--- src/rtl/countdown_timer.sv ---
// Loadable down-counter with start/stop/pause and a one-clk done pulse on expiry.
// Optional COUNTDOWN_AUTO_RELOAD_EN: terminal tick reloads the latched interval and keeps running.
module countdown_timer #(
    parameter int bitSize      = 8,
    parameter int prescaleBits = 4,
    parameter int prescaleDiv  = 1
) (
    input  logic               clk,
    input  logic               reset,
    input  logic [bitSize-1:0] load_val,
    input  logic               start,
    input  logic               stop,
    input  logic               pause,
    output logic [bitSize-1:0] count,
    output logic               busy,
    output logic               done,
    output logic               expired
);

    typedef enum logic [1:0] {IDLE, RUN, PAUSE, EXPIRED} state_t;

    localparam logic [prescaleBits-1:0] PS_LAST = prescaleBits'(prescaleDiv - 1);

    state_t                  state, state_nxt;
    logic [bitSize-1:0]      count_nxt;
    logic [bitSize-1:0]      load_q, load_nxt;
    logic [prescaleBits-1:0] presc, presc_nxt;
    logic                    done_nxt;
    logic                    tick;

    assign tick    = (presc == PS_LAST);
    assign busy    = (state == RUN) || (state == PAUSE);
    assign expired = (state == EXPIRED);

    always_comb begin
        state_nxt = state;
        count_nxt = count;
        presc_nxt = presc;
        load_nxt  = load_q;
        done_nxt  = 1'b0;

        if (stop) begin
            state_nxt = IDLE;
            count_nxt = '0;
            presc_nxt = '0;
        end else if (start) begin
            load_nxt  = load_val;
            presc_nxt = '0;
            count_nxt = load_val;
            if (load_val == '0) begin
                state_nxt = EXPIRED;
                done_nxt  = 1'b1;
            end else begin
                state_nxt = RUN;
            end
        end else begin
            case (state)
                RUN, PAUSE: begin
                    if (pause) begin
                        state_nxt = PAUSE;
                    end else begin
                        // Leaving PAUSE counts as a running cycle so a k-cycle pause delays done by k.
                        state_nxt = RUN;
                        if (tick) begin
                            presc_nxt = '0;
                            if (count <= bitSize'(1)) begin
                                done_nxt = 1'b1;
`ifdef COUNTDOWN_AUTO_RELOAD_EN
                                count_nxt = load_q;
`else
                                count_nxt = '0;
                                state_nxt = EXPIRED;
`endif
                            end else begin
                                count_nxt = count - bitSize'(1);
                            end
                        end else begin
                            presc_nxt = presc + prescaleBits'(1);
                        end
                    end
                end
                default: ;
            endcase
        end
    end

    always_ff @(posedge clk) begin
        if (reset) begin
            state  <= IDLE;
            count  <= '0;
            presc  <= '0;
            load_q <= '0;
            done   <= 1'b0;
        end else begin
            state  <= state_nxt;
            count  <= count_nxt;
            presc  <= presc_nxt;
            load_q <= load_nxt;
            done   <= done_nxt;
        end
    end

endmodule

--- config.mk ---
export PLATFORM = sky130hd
export DESIGN_NAME = countdown_timer
export DESIGN_NICKNAME = d
export VERILOG_FILES = /design/src/rtl/countdown_timer.sv
export SDC_FILE = /design/constraint.sdc
export NUM_CORES = 1
export LEC_CHECK = 0
export CORE_MARGIN = 1.5
export CORE_UTILIZATION = 40
export DETAILED_ROUTE_END_ITERATION = 6
export PLACE_DENSITY_LB_ADDON = 0.12
export SETUP_SLACK_MARGIN = 0.02
export SYNTH_ARGS = -nofsm -noshare
export SYNTH_HDL_FRONTEND = slang
export SYNTH_SLANG_ARGS = --single-unit
--- constraint.sdc ---
create_clock -name clk -period 2.7 [get_ports clk]
set_clock_uncertainty 0.15 [all_clocks]
set_input_delay 0.54 -clock clk [delete_from_list [all_inputs] [get_ports clk]]
set_output_delay 0.54 -clock clk [all_outputs]
set_load 0.02 [all_outputs]
After elaboration in Yosys (flattened, before gate mapping)
Cells that the tools add are included.
{ "word_totals": {"wordCells": 40, "ff_bits": 15, "output_inout_bits": 11, "inputBits": 13} }
{ "classes": {"addsub": 2, "mux": 18, "bitwise_logic": 1, "magnitude_cmp": 1, "reduce_logical": 10, "eq_ne": 4} }
{ "op_table": {"columns": ["operator", "count"], "rows": [
  ["8-bit two-way mux", 5],
  ["2-bit two-way mux", 6],
  ["8-bit by 1-bit less-or-equal comparator with 1-bit output, second input constant", 1],
  ["8-bit logical NOT", 1],
  ["8-bit by 1-bit subtractor with 8-bit output, second input constant", 1],
  ["1-bit two-way mux", 6],
  ["4-bit by 1-bit adder with 4-bit output, second input constant", 1],
  ["2-bit == test, second input constant", 2],
  ["4-bit logical NOT", 1],
  ["4-bit two-way mux", 1],
  ["2-bit nonzero test", 2],
  ["2-bit OR reduction", 2],
  ["3-bit AND reduction", 1],
  ["3-bit OR reduction", 1],
  ["2-bit by 1-bit == test with 1-bit output, second input constant", 1],
  ["2-bit inequality test, second input constant", 1],
  ["2-bit AND reduction", 1],
  ["1-bit logical OR", 1],
  ["1-bit NOT", 1]
]} }

Logic depth before layout (Yosys ltp)
Gate-level depths: netlist of the first run.
{ "depth": {"ltp_word": 6, "mapped_depth": 7, "depth_no_buf": 6} }

Least setup slack after synthesis of the first run
OpenSTA, ideal clock, no wires.
{ "synth_path": {"kind": "register -> register", "start": "register count[0]", "end": "register count[2]", "setup_time_ns": 0.088, "path_stages_with_launch": 7, "path_slack_ns": 0.556, "arrival_time_ns": 1.906, "n_path_buf": 0, "required_time_ns": 2.462, "period_less_slack_ns": 2.144, "cell_sequence": "dfxtp_1 -> inv_1 -> ha_1 -> or2_2 -> nand3_2 -> or4b_1 -> a311oi_2"} }
{ "synth_between": {"elab_chain_len": 6, "elab_cells_between_ends": 7, "classes_between": "1 x add/sub; 1 x order compare; 5 x mux"} }
{ "synth_lines": {"columns": ["item", "line", "rtl"], "rows": [
  ["start: declaration", "14", "output logic [bitSize-1:0] count,"],
  ["start signal: assignment", "96", "count <= count_nxt;"],
  ["8-bit by 1-bit subtractor with 8-bit output / 8-bit by 1-bit less-or-equal comparator with 1-bit output (equally long branches)", "75, 66", null],
  ["8-bit two-way mux *", "66", "if (count <= bitSize'(1)) begin"],
  ["8-bit two-way mux *", "64", "if (tick) begin"],
  ["8-bit two-way mux *", "59", "if (pause) begin"],
  ["8-bit two-way mux *", "57", "case (state)"],
  ["8-bit two-way mux *", "46", "end else if (start) begin"]
]} }
Mark *: on every way between the ends. The rest lies on a longest branch, timed or not. The select of a mux whose other input is x is not followed.
A chain may end at the register's enable or synchronous reset.

Worst setup path in the final report of the first run
{ "layout_path": {"start": "register state[1]", "end": "output port busy"} }
{ "layout_between": {"elab_chain_len": 2, "elab_cells_between_ends": 3, "classes_between": "2 x eq/ne; 1 x reduce/logical"} }
{ "layout_lines": {"columns": ["item", "line", "rtl"], "rows": [
  ["start: declaration", "24", "state_t state, state_nxt;"],
  ["start signal: assignment", "95", "state <= state_nxt;"],
  ["2-bit by 1-bit == test with 1-bit output / 2-bit == test (equally long branches)", "32", "assign busy = (state == RUN) || (state == PAUSE);"],
  ["1-bit logical OR *", "32", null],
  ["end: declaration", "15", "output logic busy,"]
]} }
Mark *: on every way between the ends. The rest lies on a longest branch, timed or not.

==> impl_metrics.ini, run 1 <==
[synthesis]
synthFlopType = dfxtp_1
async_flop_share_pct = 0
syn_area_um2 = 895
synth_nets = 123
ys_seq_elements = 15
yosysWarningCount = 0
avgSynthCellArea_um2 = 8.52
ys_seq_area_share_pct = 33.6
syn_inst = 105
yosys.cell_types.count = 38
synth-edff-count = 0

[clocking]
cts_buffer_depth = 2
cts_tree = yes
clk_latency_ns = 0.29
htreeDepth = 1
hold_buffers = 0
tritoncts.num_buffers = 3
cts.sinks = 15
postCtsSetupBuffers = 0
ctsResizeCount = 0
ctsRootBufferMaster = clkbuf_4
clk_pin_slew_ns = 0.09

[detailed_routing]
wl_mm = 2.20
final_antenna_net_count = 0
via_count = 877
dr.pass1.iters = 4
drc = 0
dr.first_iter.drc_count = 29
vias_per_cell = 5.59
routedWlPerCell_um = 14.0

[finish]
register_area_um2 = 300
fillers = 209
stdcell_count = 157
antennaDiodeCount = 0
layout_commonest_cell = clkdlybuf4s50_1
final_area_mm2 = 0.00118
areaGrowthSynthToFinish_pct = 32.2
nNetsFinal = 149
drive_above_1_share_pct = 10.0
fin_util_pct = 57.9
final_cell_mix = clkdlybuf4s50_1 (23), dfxtp_1 (15), nand3_1 (8), nor2_1 (7)
multiInputGateArea_um2 = 553

[power]
power_density_mw_per_mm2 = 407
total_power_uw = 482
leakage_uw = 0.000447
ir_drop_uv = 295

[worst_hold_path]
hp-class = flip-flop to flip-flop

[placement]
placed_cell_area_mm2 = 0.00115
placedCellCount = 153
hpwl_mm = 1.69
gp_congestion = 0.882
io_buffers = 23

[grt]
grt_use_met1_pct = 25.5
grtUsageMet3_pct = 5.65
antenna_found_initial = 0
grt_pass1_vias = 793
grt_use_met2_pct = 30.5
overflow = 0
grt-busiest-layer = met2
grt_start_max_net_pins = 12
grt_pass1_wl_mm = 3.70
grt_use_total_pct = 19.1

[die]
rows = 16
die_w_um = 50.3
dieHeight_um = 50.3
die_area_mm2 = 0.00253
core_mm2 = 0.00204
pin_count = 24
start_util_pct = 43.8

[sta]
slew_violations = 0
hold_viol_final = 0
tightest_slew_ns = 0.479
period_share_pct = 83.4
max_freq_ghz = 0.444
rsz0062_at_grt = false
setup_viol = 0
finalCriticalPeriod_ns = 2.25
tns_ns = 0
slew_headroom_pct = 67.8

[status]
status = finished, final reports clean

[worst_setup_path]
required_ns = 2.01
cp_cell_sequence = ha_1 > clkdlybuf4s50_1
crit_buf_inv = 1
cp.arrival_ns = 1.56
end_kind = output port
cp-start-kind = flip-flop
critical-path-top-delay-family = buffers and inverters
cpMaxStageDelayCell = clkdlybuf4s50_1
max_stage_delay_ns = 0.62
critPathKind = flip-flop to output port
critPathMaxFanout = 5

[job]
maxCapViolCount = 0
power by group:
part | internal [uW] | total (uW) | switching, uW
combinational | 55.8 | 116 | 60.5
sequential | 228 | 235 | 7.77
clock | 55.1 | 130 | 74.8
total | 338 | 482 | 143
cells in the mapped netlist, types with 2 or more instances:
cell type / number / area share, %
a31oi_1: 5 / 3.5
xor2_1: 5 / 4.9
nor4_1: 2 / 1.4
ha_1: 5 / 7.0
dfxtp_1: 15 / 34
nand2_1: 5 / 2.1
inv_1: 5 / 2.1
or2_2: 2 / 1.4
nor2_1: 7 / 2.9
nand2b_1: 3 / 2.1
nor2b_1: 2 / 1.4
clkbuf_1: 3 / 1.3
nand3_1: 8 / 4.5
a21oi_1: 5 / 2.8
nor3_1: 4 / 2.2
o21ai_0: 3 / 1.7
nor3b_1: 2 / 1.7
nand4_1: 3 / 2.1
mux2i_1: 2 / 2.2
layout make-up:
type	instances	area share, %
Timing Repair Buffer	25	20.7
Inverter	6	1.90
Multi-Input combinational cell	80	46.8
Sequential cell	15	25.4
Tap cell	27	2.86
Clock buffer	3	1.90
Clock inverter	1	0.423
through the flow:
step                hold WS [ns]  setup WS (ns)
CTS                        0.365          0.437
floorplan                  0.326          0.556
global placement           0.347          0.430
finish                     0.365          0.447
global route               0.399          0.380
detailed placement         0.352          0.386
worst paths after layout:
path	startpoint	end	slack, ns	cells after the start
hold reg to reg	state[0]	state[0]	0.37	2
setup reg to reg	count[0]	count[2]	0.48	6
hold / removal	state[0]	state[0]	0.37	2
setup / recovery	state[1]	busy	0.45	2
sequential cells by signal, summed over array words and instances (netlist names):
name and cells:
done 1, state 2, presc 4, count 8
layer usage:
layer	up-vias	part of all wire [%]
met5	-	0
met4	0	0.64
met3	2	5.5
met2	24	46
met1	417	48
li1	434	-
tightest hold or removal path: stages, from the launching register on:
cell      delay (ns)
dfxtp_1         0.32
nand2b_1        0.06
a31oi_1         0.08
cells by family (layout without fill, tap and decap cells):
kind of cell,count (synthesis),in the layout,share of synthesized area [%]
simple gates,47,47,31.5
compound gates,20,20,15.2
flops,15,15,33.6
buf+inv,10,35,4.62
xor+xnor,6,6,5.87
fa+ha+maj,5,5,6.99
mux,2,2,2.24
Note: power is estimated with default switching activity, not from simulation.
==> run 2: changes to the inputs <==
==> constraint.sdc (replaced) <==
create_clock -name clk -period 1.9 [get_ports clk]
set_clock_uncertainty 0.15 [all_clocks]
set_input_delay 0.38 -clock clk [delete_from_list [all_inputs] [get_ports clk]]
set_output_delay 0.38 -clock clk [all_outputs]
set_load 0.02 [all_outputs]
==> run 2 against run 1 <==
  * Power rose by 48%
  * Die area unchanged
  * Global-route usage up 1.4 points
  * Routed wire length increased by 2.7%
  * Design area is 10% higher
  * Setup slack worse by 0.38 ns
==> impl_metrics.ini, run 2 (synthesized netlist as in run 1, its figures left out) <==
[finish]
antennaDiodeCount = 0
nNetsFinal = 159
drive_above_1_share_pct = 22.9
top_regs = count: 8 flops, presc: 4 flops, state: 2 flops
final_area_mm2 = 0.00130
fin_util_pct = 63.8
areaGrowthSynthToFinish_pct = 45.6
largest-register = count
largest_reg_flops = 8
stdcell_count = 167
layout_commonest_cell = clkdlybuf4s50_1
final_cell_mix = clkdlybuf4s50_1 (16), buf_4 (12), dfxtp_1 (9), nand3_1 (8), nor2_1 (7)

[detailed_routing]
routedWlPerCell_um = 13.5
dr.first_iter.drc_count = 21
wl_mm = 2.26
via_count = 901
vias_per_cell = 5.40
drc = 0
dr.pass1.iters = 4
final_antenna_net_count = 0

[worst_setup_path]
required_ns = 1.96
max_stage_delay_ns = 0.46
cp-start-kind = flip-flop
rr_worst_depth = 6
critPathMaxFanout = 5
end_kind = flip-flop
timing.rr.start = count[0]
r2r_end = count[2]
cp.arrival_ns = 1.89
cpMaxStageDelayCell = or4b_4
reg2reg_slack_ns = 0.07
cp_cell_sequence = inv_1 > ha_2 > or2_4 > nand3_4 > or4b_4 > a311oi_2
critPathKind = flip-flop to flip-flop

[clocking]
cts_buffer_depth = 2
tritoncts.num_buffers = 3
cts.sinks = 15
clk_pin_slew_ns = 0.10
hold_buffers = 0
ctsRootBufferMaster = clkbuf_4
postCtsSetupBuffers = 0
clk_latency_ns = 0.29
htreeDepth = 1
cts_tree = yes

[power]
pwr-share-comb_pct = 26.9
power.share.clock_pct = 26.4
cellInternalPower_uw = 504
seq_power_share_pct = 46.7
swShare_pct = 29.5
ir_drop_uv = 366
leakage_uw = 0.000550
p_switching_uw = 211
power_density_mw_per_mm2 = 549

[placement]
io_buffers = 23
placedCellCount = 163
hpwl_mm = 1.79
placed_cell_area_mm2 = 0.00126
gp_congestion = 0.843

[grt]
overflow = 0
grt_pass1_wl_mm = 3.94
grt_pass1_vias = 931
grt_use_total_pct = 20.5
antenna_found_initial = 0
grt_start_max_net_pins = 10

[sta]
slew_headroom_pct = 71.6
max_freq_ghz = 0.547
period_share_pct = 96.3
rsz0062_at_grt = true
timing.hold.ws_ns = 0.375
hold_viol_final = 0
tightest_slew_ns = 0.425
finalCriticalPeriod_ns = 1.83
setup_viol = 0
slew_violations = 0

[die]
start_util_pct = 43.8
dieHeight_um = 50.3
die_area_mm2 = 0.00253
core_mm2 = 0.00204
pin_count = 24
die_w_um = 50.3
rows = 16

[job]
maxCapViolCount = 0

[worst_hold_path]
hp-class = flip-flop to flip-flop
min-delay-start = count[1]
worstHoldEndpoint = count[1]
hold_depth = 2

[status]
status = finished, final reports clean
run 2: cell type report:
| class | count | area [um^2] |
|---|---|---|
| inverters | 6 | 22.5 |
| repair buffers | 35 | 319 |
| fillers | 185 | 739 |
| flip-flops and latches | 15 | 313 |
| well taps | 27 | 33.8 |
| multi-input cells | 80 | 588 |
| clock buffers | 4 | 26.3 |
run 2: how the worst max path moves through the flow:
stage	startpoint	to	cells past startpoint
finish	count[0]	count[2]	6
global route	presc[0]	count[2]	6
CTS	count[7]	count[7]	1
detailed placement	pause	count[2]	5
global placement	pause	count[2]	5
floorplan	state[0]	count[2]	6
run 2: power by group through the flow:
stage | registers, uW | clock network (uW) | logic [uW]
3_5_place_dp | 342 | 0 | 191
5_1_grt | 336 | 204 | 211
3_3_place_gp | 341 | 0 | 190
4_1_cts | 334 | 197 | 189
6_report | 334 | 189 | 192
2_1_floorplan | 347 | 0 | 97.6
run 2: timing repair:
| action | CTS | global route |
|---|---|---|
| setup endpoints to repair | 6 | 4 |
| endpoints found under the hold margin | 0 | 0 |
| gates resized for setup | 6 | 7 |
run 2: routing by layer:
layer  global-route usage (%)  vias up  wire, um  share of wire (%)
met5                        0        -         0                  0
met4                     8.56        0        12               0.53
met3                     2.98        2       124                5.5
met2                     36.0       26      1100                 48
met1                     24.7      422      1030                 45
li1                         -      451         -                  -
run 2: metrics by stage:
stage                     power [uW]  setup TNS (ns)  setup slack (ns)
after CTS                        720               0            0.0226
after global routing             751        -0.00741          -0.00741
after floorplan                  445         -0.0170           -0.0170
after detailed placement         532          -0.509            -0.148
final                            715               0            0.0705
after global placement           531          -0.316            -0.116
run 2: critical path, delay by kind of cell, from the launching register on:
kind                     cells  cell delay, ns
AO/OA/AOI/OAI                1            0.19
adder cells (fa/ha/maj)      1            0.19
buffers and inverters        1            0.07
flip-flops                   1            0.38
AND/OR/NAND/NOR              3            0.79
==> run 3: changes to the inputs <==
--- a/config.mk
+++ b/config.mk
@@ -13,3 +13,4 @@
 export SYNTH_ARGS = -nofsm -noshare
 export SYNTH_HDL_FRONTEND = slang
 export SYNTH_SLANG_ARGS = --single-unit
+export TNS_END_PERCENT = 1
==> results of run 3 <==
Same layout as run 2: the final DEF is identical, and so are final timing and power.
